### config.mk
export PLATFORM = sky130hd
export DESIGN_NAME = parking_monitor
export DESIGN_NICKNAME = d
export VERILOG_FILES = /design/src/rtl/parking_pkg.sv /design/src/rtl/debounce_vaga.sv /design/src/rtl/parking_monitor.sv
export SDC_FILE = /design/constraint.sdc
export NUM_CORES = 1
export LEC_CHECK = 0
export CAP_MARGIN = 25
export CELL_PAD_IN_SITES_DETAIL_PLACEMENT = 1
export CELL_PAD_IN_SITES_GLOBAL_PLACEMENT = 2
export CORE_MARGIN = 3
export CORE_UTILIZATION = 40
export CTS_CLUSTER_DIAMETER = 150
export DETAILED_ROUTE_END_ITERATION = 10
export PLACE_DENSITY_LB_ADDON = 0.1
export SYNTH_ARGS = -nofsm -noshare
export SYNTH_HDL_FRONTEND = slang
export SYNTH_SLANG_ARGS = --single-unit
### constraint.sdc
create_clock -name Clock -period 8.8 [get_ports Clock]
set_input_delay 1.32 -clock Clock [delete_from_list [all_inputs] [get_ports Clock]]
set_output_delay 1.32 -clock Clock [all_outputs]
set_load 0.02 [all_outputs]
### src/rtl/parking_pkg.sv
// rtl/parking_pkg.sv - shared 7-segment codes and digit-slot type for the parking monitor
package parking_pkg;

    // Active-low segments, gfedcba order (bit 6 = g)
    localparam logic [6:0] SEG_0     = 7'h40;
    localparam logic [6:0] SEG_1     = 7'h79;
    localparam logic [6:0] SEG_2     = 7'h24;
    localparam logic [6:0] SEG_3     = 7'h30;
    localparam logic [6:0] SEG_4     = 7'h19;
    localparam logic [6:0] SEG_5     = 7'h12;
    localparam logic [6:0] SEG_6     = 7'h02;
    localparam logic [6:0] SEG_7     = 7'h78;
    localparam logic [6:0] SEG_8     = 7'h00;
    localparam logic [6:0] SEG_9     = 7'h10;
    localparam logic [6:0] SEG_BLANK = 7'h7F;

    typedef enum logic [1:0] {
        SLOT_LIV_UNI = 2'd0,
        SLOT_LIV_DEZ = 2'd1,
        SLOT_OCU_UNI = 2'd2,
        SLOT_OCU_DEZ = 2'd3
    } slot_t;

    function automatic logic [6:0] seg7(input logic [3:0] d);
        case (d)
            4'd0:    seg7 = SEG_0;
            4'd1:    seg7 = SEG_1;
            4'd2:    seg7 = SEG_2;
            4'd3:    seg7 = SEG_3;
            4'd4:    seg7 = SEG_4;
            4'd5:    seg7 = SEG_5;
            4'd6:    seg7 = SEG_6;
            4'd7:    seg7 = SEG_7;
            4'd8:    seg7 = SEG_8;
            4'd9:    seg7 = SEG_9;
            default: seg7 = SEG_BLANK;
        endcase
    endfunction

endpackage

### src/rtl/debounce_vaga.sv
// rtl/debounce_vaga.sv - two-flop synchronizer plus consecutive-cycle debounce for one sensor
module debounce_vaga #(
    parameter int DEB_CYC = 500000
) (
    input  logic clock,
    input  logic reset,
    input  logic raw,
    output logic filtered
);

    localparam int CW = $clog2(DEB_CYC);

    logic          s1;
    logic          s2;
    logic [CW-1:0] cnt;

    always_ff @(posedge clock or posedge reset) begin
        if (reset) begin
            s1       <= 1'b0;
            s2       <= 1'b0;
            cnt      <= '0;
            filtered <= 1'b0;
        end else begin
            s1 <= raw;
            s2 <= s1;
            // Any cycle agreeing with the filtered value restarts the interval
            if (s2 != filtered) begin
                if (cnt == CW'(DEB_CYC - 1)) begin
                    filtered <= s2;
                    cnt      <= '0;
                end else begin
                    cnt <= cnt + CW'(1);
                end
            end else begin
                cnt <= '0;
            end
        end
    end

endmodule

### src/rtl/parking_monitor.sv
// rtl/parking_monitor.sv - occupancy counter with multiplexed 4-digit display and full-lot blink
module parking_monitor
    import parking_pkg::*;
#(
    parameter int N_VAGAS     = 8,
    parameter int DEB_CYC     = 500000,
    parameter int REFRESH_DIV = 50000,
    parameter int BLINK_DIV   = 100
) (
    input  logic               Clock,
    input  logic               Reset,
    input  logic [N_VAGAS-1:0] Vagas,
    output logic [6:0]         Display,
    output logic [3:0]         DigitoAceso,
    output logic               Cheio,
    output logic               Vazio
);

    localparam int CW = $clog2(N_VAGAS + 1);
    localparam int RW = $clog2(REFRESH_DIV);
    localparam int BW = $clog2(BLINK_DIV + 1);

    logic [N_VAGAS-1:0] filt;
    logic [CW-1:0]      pop;
    logic [CW-1:0]      ocupadas;
    logic [CW-1:0]      livres;
    logic [RW-1:0]      ref_cnt;
    logic [BW-1:0]      blink_cnt;
    logic               phase;
    logic               tick;
    slot_t              slot;
    logic [6:0]         ocu7;
    logic [6:0]         liv7;
    logic [3:0]         digit;

    for (genvar i = 0; i < N_VAGAS; i++) begin : g_vaga
        debounce_vaga #(
            .DEB_CYC (DEB_CYC)
        ) u_deb (
            .clock    (Clock),
            .reset    (Reset),
            .raw      (Vagas[i]),
            .filtered (filt[i])
        );
    end

    always_comb begin
        pop = '0;
        for (int i = 0; i < N_VAGAS; i++) begin
            pop = pop + CW'(filt[i]);
        end
    end

    always_ff @(posedge Clock or posedge Reset) begin
        if (Reset) begin
            ocupadas <= '0;
            livres   <= CW'(N_VAGAS);
            Cheio    <= 1'b0;
            Vazio    <= 1'b1;
        end else begin
            ocupadas <= pop;
            livres   <= CW'(N_VAGAS) - pop;
            Cheio    <= (pop == CW'(N_VAGAS));
            Vazio    <= (pop == '0);
        end
    end

    assign tick = (ref_cnt == RW'(REFRESH_DIV - 1));

    always_comb begin
        ocu7 = 7'(ocupadas);
        liv7 = 7'(livres);
        case (slot)
            SLOT_OCU_DEZ: digit = 4'(ocu7 / 7'd10);
            SLOT_OCU_UNI: digit = 4'(ocu7 % 7'd10);
            SLOT_LIV_DEZ: digit = 4'(liv7 / 7'd10);
            default:      digit = 4'(liv7 % 7'd10);
        endcase
    end

    // slot holds the digit to be latched at the next refresh tick
    always_ff @(posedge Clock or posedge Reset) begin
        if (Reset) begin
            ref_cnt     <= '0;
            slot        <= SLOT_OCU_DEZ;
            Display     <= SEG_BLANK;
            DigitoAceso <= 4'b1111;
        end else if (tick) begin
            ref_cnt     <= '0;
            slot        <= slot_t'(slot - 2'd1);
            DigitoAceso <= ~(4'b0001 << slot);
            if (Cheio && phase && !slot[1]) begin
                Display <= SEG_BLANK;
            end else begin
                Display <= seg7(digit);
            end
        end else begin
            ref_cnt <= ref_cnt + RW'(1);
        end
    end

    always_ff @(posedge Clock or posedge Reset) begin
        if (Reset) begin
            blink_cnt <= '0;
            phase     <= 1'b0;
        end else if (!Cheio) begin
            blink_cnt <= '0;
            phase     <= 1'b0;
        end else if (tick && slot == SLOT_LIV_UNI) begin
            if (blink_cnt == BW'(BLINK_DIV - 1)) begin
                blink_cnt <= '0;
                phase     <= ~phase;
            end else begin
                blink_cnt <= blink_cnt + BW'(1);
            end
        end
    end

endmodule
* After elaboration in Yosys (flattened, before gate mapping) *
Memory sizes are Yosys's and may differ from the RTL's.
Cells that the tools add are included.

word-level totals
  ROM bits = 112
  logic and storage cells = 133
  memories = 1
  bits in registers = 223

cells by class
  mux-type cells = 25
  equality and inequality tests = 24
  bitwise logic cells = 2
  $add $sub $neg = 19
  reduce and logical (&&, ||, !) cells = 15
  shift operators = 1
  div/mod/pow operators = 4

memories
  name              words  width  read ports  clocked after memory_dff  wr ports  RTL line           RTL
  (name not given)  16     7      1           0                         0         parking_pkg.sv:25  case (d)

operators with widths
  operator                 number
  $mux W19                 16
  $add A19 B1 Y19 const B  8
  $eq A19 B19 Y1 const B   8
  $mux W7                  4
  $reduce_and A2 Y1        9
  $add A16 B1 Y16 const B  1
  $add A4 B1 Y4            4
  $eq A16 B16 Y1 const B   1
  $mux W16                 1
  $div A4 B4 Y7 const B    2
  $mod A4 B4 Y7 const B    2
  $pmux W4 S3              1
  $ne A1 B1 Y1             8
  $add A7 B1 Y7 const B    1
  $eq A7 B7 Y1 const B     1
  $add A3 B1 Y4            1
  $eq A2 B2 Y1 const B     2
  $eq A4 B4 Y1 const B     1
  $logic_not A4 Y1         1
  $ne A2 B1 Y1 const B     2
  $not A4 Y4               1
  $shl A1 B2 Y4 const A    1
  $sub A4 B4 Y4 const A    1
  $add A2 B1 Y3            1
  other kinds (8)          12

* Logic depth before layout (Yosys ltp) *
Gate-level depths: netlist (run 1).

  depth in word-level cells = 8
  gate-level depth with buffers = 11
  depth with buffers taken out = 11

* Cells and area by module *
A second synthesis (run 1) with hierarchy kept.

second synthesis, totals
  cell total of the unflattened synthesis = 1086
  area total of the unflattened synthesis = 11329.6 um^2

modules (own cells, without submodules)
  module           cells an instance  area an instance (um^2)  times used
  debounce_vaga    103                1091.0                   8
  parking_monitor  262                2601.2                   1

* Worst setup path after synthesis (run 1) *
Ideal clock, no wire load.

  kind = register to register
  from = register g_vaga[0].u_deb.filtered
  to = register livres[3]
  stages on the path, launching flop included = 12
  arrival = 2.984 ns
  setup slack = 5.740 ns
  path buffers = 0
  period minus slack after synthesis = 3.060 ns
  cell sequence = dfrtp_1 -> fa_1 -> inv_1 -> fa_1 -> fa_1 -> inv_1 -> ha_1 -> inv_1 -> fa_1 -> inv_1 -> nor3_1 -> xnor2_1

between the ends
  word-level cells in the longest chain between the ends = 8

ends and longest elaborated chain
  what                         RTL line               RTL
  from (decl)                  debounce_vaga.sv:8     output logic filtered
  from (signal assigned)       debounce_vaga.sv:22    filtered <= 1'b0;
  from (signal assigned)       debounce_vaga.sv:29    filtered <= s2;
  $add A1 B1 Y2                parking_monitor.sv:50  pop = pop + CW'(filt[i]);
  $add A2 B1 Y3                parking_monitor.sv:50
  $add A3 B1 Y4                parking_monitor.sv:50
  $add A4 B1 Y4 (4 in series)  parking_monitor.sv:50
  via pop[1]                   parking_monitor.sv:24  logic [CW-1:0] pop;
  $sub A4 B4 Y4                parking_monitor.sv:62  livres <= CW'(N_VAGAS) - pop;
  to (signal assigned)         parking_monitor.sv:57  livres <= CW'(N_VAGAS);
  to (signal assigned)         parking_monitor.sv:62
  to (decl)                    parking_monitor.sv:26  logic [CW-1:0] livres;

The timed path passes the listed nets, and every way through them passes these cells.
A chain may end at the register's enable or synchronous reset.

* Worst setup path after layout (run 1) *
  from = register g_vaga[0].u_deb.filtered
  to = register Cheio

between the ends
  word-level cells in the longest chain between the ends = 8

ends and longest elaborated chain
  what                         RTL line               RTL
  $add A1 B1 Y2                parking_monitor.sv:50
  $add A2 B1 Y3                parking_monitor.sv:50
  $add A3 B1 Y4                parking_monitor.sv:50
  $add A4 B1 Y4 (4 in series)  parking_monitor.sv:50
  via pop[2]                   parking_monitor.sv:24
  $eq A4 B4 Y1                 parking_monitor.sv:63  Cheio <= (pop == CW'(N_VAGAS));
  to (signal assigned)         parking_monitor.sv:63
  to (decl)                    parking_monitor.sv:15  output logic Cheio,

The timed path passes the listed nets, and every way through them passes these cells.

==> metrics.md, run 1 <==
| Metric | Value |
|---|---|
| Final core occ | 0.4608 |
| DRC marker count from the first detailed-route iteration | 323 |
| Crit. End Element | flop |
| Largest net degree at the start of global routing | 100 |
| Resized Gates After CTS | 0 |
| Yosys warnings | 0 |
| Reg clk slew, reported paths | 0.06 ns |
| Gr usage total | 0.1551 |
| Avg Vias per Cell | 5.018 |
| Die Wd | 169.1 µm |
| Peak supply drop | 0.1288 mV |
| Most used cell, CP | fa_1 |
| Die height | 169.1 µm |
| Worst Hold Class | flop to flop |
| Synth top area cells | dfrtp_1, xnor2_1, nor2_1 |
| Clock Latency Late Sink | 0.53 ns |
| Slew @ Worst Pin | 0.8099 ns |
| Cell breakdown of the critical path | fa_1 -> inv_1 -> fa_1 -> fa_1 -> inv_1 -> ha_1 -> inv_1 -> fa_1 -> xnor2_1 -> nand2b_1 -> nor2_1 |
| Worst r2r src | g_vaga[0].u_deb.filtered |
| Count of cell types in the netlist | 52 |
| Syn_nets | 1119 |
| Logic pwr share | 0.026 |
| Critical path buffers and inverters | 3 |
| CTS sink cnt | 222 |
| Io pins | 23 |
| Core area | 26130 µm² |
| Antenna cells | 0 |
| Clock power frac | 0.484 |
| Clk_skew | 0.008072 ns |
| CP Data Required Time | 9.21 ns |
| Setup ws final | 5.534 ns |
| First-pass DRT Iterations | 4 |
| Number of cell rows | 59 |
| Cells after Synth | 1082 |
| Hold Startpoint | g_vaga[1].u_deb.s1 |
| Htree depth | 1 |
| DRC | 0 |
| CTS Hold Bufs | 0 |
| RSZ-0062 raised after global routing | false |
| Setup Buffers After CTS | 0 |
| DR WL/cell | 14.64 µm |
| Setup tns final | 0 ns |
| Dominant cell type by area after synthesis | dfrtp_1 |
| Setup crit start kind | flop |
| Routed WL | 21410 µm |
| Grt total ovfl | 0 |
| Post-synth top flop | dfrtp_1 |
| Worst Setup SP | g_vaga[0].u_deb.filtered |
| Max FO, Critical Path | 4 |
| Antenna violation net count after detailed routing | 0 |
| First-pass GRT wire length | 37920 µm |
| Slew Viols, Final | 0 |
| CP Class | flop to flop |
| Slowest-stage cell, CP | fa_1 |
| IO buf count | 22 |
| Initial antenna violation count | 0 |
| Avg Cell Area, Syn | 9.833 µm² |
| Post-synthesis sequential area ratio | 0.5239 |
| Total of max-cap violations | 0 |
| Max Clk Rate | 0.3062 GHz |
| Crit path time final | 3.266 ns |
| Post-synth ARST share | 1.000 |
| Ratio of final minimum period to clock period | 0.3711 |
| Vias in the first global route | 7775 |
| Post-synth top area share | 0.4869 |
| Leakage power | 5.009 nW |
| Die area | 28590 µm² |
| Fin nets | 1147 |
| Mapped Area | 10640 µm² |
| Pwr per Cell Area | 177.2 nW/µm² |
| Area grow syn2layout | 13.18% |
| Fin. Hold Viols | 0 |
| Longest Clk Path Bufs | 3 |
| Setup violations, final | 0 |
| DP Worst Slack | 5.478 ns |
| Slew HR | 0.4601 |
| RD Place Congestion | 0.7113 |
| Switching share of power | 0.2204 |
| Yosys reg bits | 222 |
| Initial core utilization | 0.4071 |
| Sw Pwr | 0.4703 mW |
| Crit path max-delay family | adder cells |
| Sequential Power Share | 0.490 |
| Int Pwr | 1.664 mW |
| Number of synthesized flops with an enable pin | 0 |
| Critical Path Max Stage Delay | 0.54 ns |
| Via Count | 7341 |
| Root Buffer | clkbuf_16 |
| CTS tree | done |
| CTS Buf Count | 26 |
| Worst path arrival time | 3.68 ns |
| Post-DP HPWL | 14230 µm |
| Layout cells sized above 1 | 0.07004 |
| Status | finished, final reports clean |
-- cell usage after synthesis (2+ instances only) --
master and n:
nand4_1 24, nor4_1 25, and3_1 24, mux2_2 6
fa_1 4, nor2_1 219, mux2i_1 6, inv_1 58
xor2_1 69, or4bb_1 2, ha_1 23, a21oi_1 6
nor3b_1 3, nor2b_1 8, buf_2 3, nand2b_1 2
a21boi_0 6, nor4b_1 3, nand3_1 80, dfstp_2 15
nand2_1 74, xnor2_1 95, nand3b_1 4, and2_1 3
buf_1 2, o32a_1 3, o22a_1 3, or2_2 11
o31a_1 2, or3_1 12, clkbuf_1 20, o21ai_0 10
dfrtp_1 207, nor3_1 29, and4_1 3, o211ai_1 2
-- flip-flops by register name, indices dropped and copies added (netlist names) --
| signal | count |
|---|---|
| g_vaga.u_deb.cnt | 152 |
| ref_cnt | 16 |
| slot | 2 |
| Cheio | 1 |
| Vazio | 1 |
| g_vaga.u_deb.filtered | 8 |
| Display | 7 |
| phase | 1 |
| blink_cnt | 7 |
| livres | 4 |
| g_vaga.u_deb.s1 | 8 |
| g_vaga.u_deb.s2 | 8 |
| DigitoAceso | 4 |
| ocupadas | 3 |
-- worst reg2reg max path, stage by stage, from the launching register on --
cell	delay, ns
dfrtp_1	0.41
fa_1	0.54
inv_1	0.06
fa_1	0.49
fa_1	0.41
inv_1	0.07
ha_1	0.15
inv_1	0.05
fa_1	0.38
xnor2_1	0.34
nand2b_1	0.19
nor2_1	0.05
-- metrics by stage --
| stage | hold slack [ns] | cells | cell area (µm²) | power [mW] |
|---|---|---|---|---|
| 2_1_floorplan | 0.3312 | 1082 | 10640 | 1.102 |
| 3_3_place_gp | 0.3331 | 1416 | 11210 | 1.122 |
| 3_5_place_dp | 0.3363 | 1416 | 11210 | 1.123 |
| 4_1_cts | 0.3491 | 1462 | 12040 | 2.183 |
| 5_1_grt | 0.3508 | 1463 | 12040 | 2.227 |
| 6_report | 0.3475 | 1463 | 12040 | 2.134 |
-- path summary, 6_finish.rpt --
kind                       slack, ns  depth (start not counted)                endpoint
max reg2reg                     5.53                         11                   Cheio
min reg2reg                     0.35                          0      g_vaga[1].u_deb.s2
min in group asynchronous       1.31                          2      g_vaga[7].u_deb.s1
max in group asynchronous       6.15                          3  g_vaga[7].u_deb.cnt[1]
max                             5.53                         11                   Cheio
min                             0.35                          0      g_vaga[1].u_deb.s2
-- layer usage --
| metal | vias up | share of wire | wire length (µm) | GRT usage |
|---|---|---|---|---|
| met4 | 0 | 0.020 | 435 | 0.03698 |
| met3 | 29 | 0.025 | 545 | 0.02429 |
| met5 | - | 0 | 0 | 0 |
| met1 | 3609 | 0.50 | 10760 | 0.2193 |
| met2 | 58 | 0.45 | 9672 | 0.2525 |
| li1 | 3645 | - | - | - |
-- placed cells by master (no fill, tap or decap), types with 4 or more instances in the layout --
master / count
nand3b_1: 4
clkbuf_16: 26
nor2b_1: 8
mux2_2: 6
or2_2: 11
inv_1: 57
nor2_1: 219
or3_1: 12
clkinv_2: 5
xor2_1: 69
clkbuf_1: 7
dfstp_2: 15
clkdlybuf4s50_1: 22
nand3_1: 80
fa_1: 4
nor3_1: 29
a21boi_0: 6
nand2_1: 74
o21ai_0: 10
xnor2_1: 95
a21oi_1: 6
ha_1: 23
and3_1: 24
mux2i_1: 6
clkbuf_8: 5
dfrtp_1: 207
nor4_1: 25
nand4_1: 24
-- cell families (layout without fill, tap and decap cells) --
kind of cell,after synthesis,in the layout,share of synthesized area
compound gates,40,40,0.02705
xor+xnor,164,164,0.1350
fa+ha+maj,27,27,0.03458
buf+inv,84,130,0.03034
flops,222,222,0.5239
mux,12,12,0.01200
simple gates,533,533,0.2371
-- power groups by stage --
| stage | Sequential, mW | Combinational, mW | Clock (mW) |
|---|---|---|---|
| 4_1_cts | 1.05 | 0.0598 | 1.08 |
| 3_5_place_dp | 1.06 | 0.0596 | 0 |
| 3_3_place_gp | 1.06 | 0.0589 | 0 |
| 2_1_floorplan | 1.06 | 0.0413 | 0 |
| 6_report | 1.05 | 0.0562 | 1.03 |
| 5_1_grt | 1.05 | 0.0667 | 1.11 |
-- final cells by class --
type	count	area [µm²]
inverter	58	225.2
timing repair buffer	26	247.7
clock inverter	8	78.83
fill	2932	14090
clock buffer	38	745.7
sequential	222	5574
multi-input combinational	776	4751
tap	335	419.2
No activity file was read; power rests on OpenSTA's default activity.
==> inputs of run 2 (changes only) <==
Settings changed: CORE_UTILIZATION 40 to 37.
Clock period 8.8 ns to 2.8 ns, I/O delays scaled along.
==> run 2 against run 1 <==
  * The run now ends with setup timing left
  * Clock power grew to 3.4 times the previous value
  * Register-to-register slack worse by 6.0 ns
  * Non-clock buffer count is 20 higher
  * Total power grew to 3.3 times the previous value
  * Sequential power grew to 3.1 times the previous value
  * Combinational power grew to 3.4 times the previous value
  * Sequential share of layout area is 1.6 points lower
  * Worst setup slack worse by 6.0 ns
  * Die area is 7.8% higher
  * Fmax is 1.5% higher
  * Clock-buffer cell count is 1 higher
  * Cell count is 4.5% higher
  * Highest routed layer unchanged
==> metrics.md, run 2 (synthesis gave the netlist of run 1 again) <==
| Metric | Value |
|---|---|
| Status | complete, but fails checks |
| Failing checks | setup timing |
| Die height | 175.6 µm |
| IO buf count | 22 |
| Placed Instances | 1479 |
| Initial core utilization | 0.3788 |
| Worst R2R Setup Slack | -0.42 ns |
| Total of max-cap violations | 0 |
| Vias in the first global route | 7840 |
| DRC | 0 |
| Gr usage total | 0.1461 |
| RD Place Congestion | 0.7404 |
| CTS Hold Bufs | 0 |
| Sw Pwr | 1.510 mW |
| Clock power frac | 0.501 |
| Switching share of power | 0.2165 |
| Fin. Hold Viols | 0 |
| Logic pwr share | 0.028 |
| RSZ-0062 raised after global routing | true |
| Worst path arrival time | 3.67 ns |
| Largest reg by FF count | g_vaga.u_deb.cnt |
| CTS Buf Count | 27 |
| Met2 Track Usage GR | 0.2376 |
| Storage cell area | 5574 µm² |
| Largest net degree at the start of global routing | 48 |
| Final core occ | 0.4438 |
| Root Buffer | clkbuf_16 |
| DRC marker count from the first detailed-route iteration | 332 |
| Max Clk Rate | 0.3109 GHz |
| Setup ws final | -0.4165 ns |
| First-pass DRT Iterations | 4 |
| Non-Filler Instances | 1529 |
| Multi-input gate area | 4818 µm² |
| Leakage power | 5.194 nW |
| Worst Hold Class | primary input to asynchronous set/reset pin |
| Sequential Power Share | 0.471 |
| Ratio of final minimum period to clock period | 1.149 |
| Commonest non-fill, non-tap cell in the layout | nor2_1 |
| Top flop regs | g_vaga.u_deb.cnt (152), ref_cnt (16) |
| R2R depth | 11 |
| Clk_skew | 0.01394 ns |
| M1 GR Usage | 0.2052 |
| Setup violations, final | 7 |
| Setup crit start kind | flop |
| Setup tns final | -2.486 ns |
| Max reg flops | 152 |
| CP Data Required Time | 3.26 ns |
| DP Worst Slack | -0.4213 ns |
| Fin nets | 1168 |
| Slew @ Worst Pin | 0.7214 ns |
| Worst r2r src | g_vaga[0].u_deb.filtered |
| Max FO, Critical Path | 2 |
| First-pass GRT wire length | 38360 µm |
| CTS tree | done |
| Die Wd | 175.6 µm |
| Clock Latency Late Sink | 0.53 ns |
| M3 GR Usage | 0.02356 |
| Layout cells sized above 1 | 0.1025 |
| Crit. End Element | flop |
| Post-DP HPWL | 15090 µm |
| CTS sink cnt | 222 |
| Int Pwr | 5.467 mW |
| Slew Viols, Final | 0 |
| Filler cell count | 3184 |
| Number of cell rows | 61 |
| Area grow syn2layout | 17.17% |
| CP Class | flop to flop |
| Io pins | 23 |
| Crit path time final | 3.216 ns |
| Commonest non-fill, non-tap cells in the layout | nor2_1, dfrtp_1, xnor2_1 |
| Core area | 28090 µm² |
| Die area | 30820 µm² |
| Initial antenna violation count | 0 |
| Worst R2R End | livres[3] |
| Via Count | 7393 |
| DR WL/cell | 14.19 µm |
| Routed WL | 21700 µm |
| Pwr per Cell Area | 559.7 nW/µm² |
| Antenna violation net count after detailed routing | 0 |
| Peak supply drop | 0.3360 mV |
| Avg Vias per Cell | 4.835 |
| Antenna cells | 0 |
| Global route hottest layer | met2 |
| Grt total ovfl | 0 |
| Longest Clk Path Bufs | 3 |
| Worst Setup SP | g_vaga[0].u_deb.filtered |
| Htree depth | 1 |
| Slew HR | 0.5146 |
| Reg clk slew, reported paths | 0.06 ns |
[run 2: cell types whose count changed in the layout (fill, tap and decap cells not counted), sizes merged]
cell      previous run  this run
buf                  3        24
bufinv               1         2
clkinv               6         7
clkinvlp             1         2
inv                 58        57
[run 2: worst max-delay path, cell delays in order, from the launching register on]
cell and delay, ns:
dfrtp_1 0.40, fa_1 0.57, inv_2 0.05, fa_1 0.49
fa_1 0.43, inv_2 0.09, ha_4 0.13, inv_2 0.04
fa_2 0.60, inv_2 0.06, nor3_4 0.16, xnor2_1 0.13
[run 2: cell type report]
class / count / area share
sequential: 222 / 0.4472
multi-input combinational: 776 / 0.3865
clock buffer: 39 / 0.06424
timing repair buffer: 46 / 0.03814
tap: 378 / 0.03794
inverter: 58 / 0.01777
clock inverter: 10 / 0.008230
[run 2: timing repair]
item / in CTS / in global routing
pin swaps: 0 / 2
endpoints found under the hold margin: 0 / 0
setup buffers: 1 / 0
endpoints found under the setup margin: 7 / 12
resized for setup: 2 / 8
[run 2: through the flow]
stage | total power [mW] | hold slack [ns] | area [µm²]
after floorplan | 3.466 | 0.3312 | 10680
after global placement | 3.544 | 0.3375 | 11520
after detailed placement | 3.547 | 0.3389 | 11520
after CTS | 7.128 | 0.3026 | 12440
after global routing | 7.305 | 0.3109 | 12470
final | 6.977 | 0.3258 | 12470
[run 2: metal layers]
layer | vias up | share of wire
li1 | 3690 | -
met1 | 3624 | 0.50
met2 | 50 | 0.46
met3 | 29 | 0.030
met4 | 0 | 0.019
met5 | - | 0
[run 2: worst max-delay path by stage]
stage / endpoint / cells after the start
after CTS: livres[3] / 11
after global placement: livres[3] / 11
after detailed placement: livres[3] / 11
final: livres[3] / 11
after floorplan: Cheio / 1
after global routing: livres[3] / 11
[run 2: power groups by stage]
| stage | Sequential [mW] | Combinational (mW) | Clock (mW) |
|---|---|---|---|
| floorplan | 3.34 | 0.130 | 0 |
| global placement | 3.34 | 0.201 | 0 |
| detailed placement | 3.34 | 0.203 | 0 |
| CTS | 3.29 | 0.204 | 3.64 |
| global route | 3.29 | 0.229 | 3.79 |
| finish | 3.29 | 0.192 | 3.50 |
==> inputs of run 3 (changes only) <==
Settings changed: CORE_UTILIZATION 37 to 40.
Clock period 2.8 ns to 3.1 ns, I/O delays scaled along.
==> run 3 against run 2 <==
  * Highest routed layer unchanged
  * Combinational power fell by 11%
  * Critical path type unchanged
  * Design area shrank 0.84%
  * Largest power group unchanged
  * Critical path depth unchanged
  * The run still ends with setup timing left
  * Critical endpoint unchanged
==> metrics.md, run 3 (synthesis gave the netlist of run 1 again) <==
| Metric | Value |
|---|---|
| RSZ-0062 raised after global routing | true |
| Post-DP Area | 11370 µm² |
| DR WL/cell | 14.40 µm |
| CP Capture Point | livres[3] |
| Antenna cells | 0 |
| Sw Pwr | 1.384 mW |
| Routed WL | 21380 µm |
| Reg clk slew, reported paths | 0.06 ns |
| Largest reg by FF count | g_vaga.u_deb.cnt |
| Ratio of final minimum period to clock period | 1.052 |
| Die height | 169.1 µm |
| DP Worst Slack | -0.1557 ns |
| IO buf count | 22 |
| Clock power frac | 0.512 |
| Core area | 26130 µm² |
| Max Clk Rate | 0.3068 GHz |
| Io pins | 23 |
| Status | complete, but fails checks |
| DRC marker count from the first detailed-route iteration | 275 |
| Grt total ovfl | 0 |
| Area grow syn2layout | 16.18% |
| Root Buffer | clkbuf_16 |
| First-pass DRT Iterations | 4 |
| DRC | 0 |
| Layout cells sized above 1 | 0.09739 |
| Worst r2r src | g_vaga[0].u_deb.filtered |
| Max reg flops | 152 |
| Setup tns final | -0.4606 ns |
| Crit path time final | 3.260 ns |
| RD Place Congestion | 0.7434 |
| Placed Instances | 1433 |
| CP Class | flop to flop |
| Vias in the first global route | 7919 |
| Slew @ Worst Pin | 0.7630 ns |
| Slew HR | 0.4867 |
| Top flop regs | g_vaga.u_deb.cnt (152), ref_cnt (16) |
| Clk_skew | 0.01994 ns |
| Number of cell rows | 59 |
| Total of max-cap violations | 0 |
| Most used cell, CP | fa_1 |
| Post-DP HPWL | 14670 µm |
| Die Wd | 169.1 µm |
| CTS Hold Bufs | 0 |
| Longest Clk Path Bufs | 3 |
| Max FO, Critical Path | 2 |
| Die area | 28590 µm² |
| Worst Hold Class | flop to flop |
| Via Count | 7480 |
| Slowest-stage cell, CP | fa_1 |
| Largest net degree at the start of global routing | 75 |
| Logic pwr share | 0.026 |
| Clock Latency Late Sink | 0.53 ns |
| Worst path arrival time | 3.69 ns |
| Setup crit start kind | flop |
| Crit. End Element | flop |
| R2R depth | 11 |
| Initial core utilization | 0.4071 |
| Pwr per Cell Area | 519.9 nW/µm² |
| Int Pwr | 5.042 mW |
| First-pass GRT wire length | 38660 µm |
| Leakage power | 5.180 nW |
| Sequential Power Share | 0.462 |
| Setup violations, final | 5 |
| Failing checks | setup timing |
| Worst R2R End | livres[3] |
| Slew Viols, Final | 0 |
| Htree depth | 1 |
| Commonest non-fill, non-tap cell in the layout | nor2_1 |
| Setup ws final | -0.1598 ns |
| Critical Path Max Stage Delay | 0.54 ns |
| Worst Setup SP | g_vaga[0].u_deb.filtered |
| CTS sink cnt | 222 |
| Avg Vias per Cell | 5.037 |
| Commonest non-fill, non-tap cells in the layout | nor2_1, dfrtp_1, xnor2_1 |
| CTS tree | done |
| Switching share of power | 0.2154 |
| Hold Startpoint | g_vaga[0].u_deb.s1 |
| Fin. Hold Viols | 0 |
| Antenna violation net count after detailed routing | 0 |
| Initial antenna violation count | 0 |
| Cell breakdown of the critical path | fa_1 -> inv_1 -> fa_1 -> fa_1 -> inv_1 -> ha_2 -> inv_2 -> fa_2 -> inv_2 -> nor3_4 -> xnor2_1 |
| Non-Filler Instances | 1485 |
| Cell area after layout | 12360 µm² |
| Peak supply drop | 0.3797 mV |
| Worst R2R Setup Slack | -0.16 ns |
| Fin nets | 1166 |
| CP Data Required Time | 3.53 ns |
| CTS Buf Count | 27 |
| Gr usage total | 0.1573 |
## run 3: cell types whose count changed in the layout (fill, tap and decap cells not counted), sizes merged
| cell | before | now |
|---|---|---|
| clkbuf | 39 | 35 |
| buf | 24 | 22 |
| bufinv | 2 | 4 |
| clkinvlp | 2 | 4 |
| inv | 57 | 59 |
| clkinv | 7 | 6 |
## run 3: timing repair
action                                  CTS  global route
pin swaps                                 3             5
setup buffers                             1             1
hold endpoints to repair                  0             0
endpoints found under the setup margin    6             7
gates resized for setup                   5             3
## run 3: worst min path at each step
stage	endpoint	slack (ns)	cells after the start
floorplan	g_vaga[0].u_deb.s2	0.33	0
global placement	g_vaga[2].u_deb.s2	0.33	0
detailed placement	g_vaga[0].u_deb.s2	0.34	0
CTS	g_vaga[0].u_deb.s1	0.34	1
global route	g_vaga[2].u_deb.s2	0.35	0
finish	g_vaga[0].u_deb.s2	0.35	0
## run 3: power by group through the flow
| stage | sequential [mW] | clock (mW) | combinational [mW] |
|---|---|---|---|
| after global placement | 3.02 | 0 | 0.177 |
| final | 2.97 | 3.29 | 0.170 |
| after global routing | 2.97 | 3.53 | 0.205 |
| after CTS | 2.97 | 3.40 | 0.181 |
| after detailed placement | 3.02 | 0 | 0.180 |
| after floorplan | 3.01 | 0 | 0.118 |
## run 3: area by class of cell
cell class / count / area, µm²
clock inverter: 15 / 190.2
tap: 335 / 419.2
multi-input combinational: 776 / 4777
fill: 2956 / 13770
timing repair buffer: 44 / 422.9
sequential: 222 / 5574
inverter: 58 / 221.5
clock buffer: 35 / 755.7
## run 3: layer usage
metal,track usage,wire [µm]
met1,0.2219,10620
met5,0,0
met2,0.2601,9853
met4,0.03201,410
met3,0.02382,500
## run 3: critical path: cells and delay by family, from the launching register on
family | cells | cell delay (ns)
AND/OR/NAND/NOR | 1 | 0.20
XOR/XNOR | 1 | 0.16
buffers and inverters | 4 | 0.22
flip-flops | 1 | 0.40
adder cells (fa/ha/maj) | 5 | 2.18
## run 3: metrics by stage
stage	power (mW)	util	hold slack, ns
final	6.426	0.4730	0.3473
after global routing	6.707	0.4730	0.3535
after CTS	6.552	0.4724	0.3436
after detailed placement	3.199	0.4352	0.3363
after global placement	3.196	0.4352	0.3331
after floorplan	3.130	-	0.3312
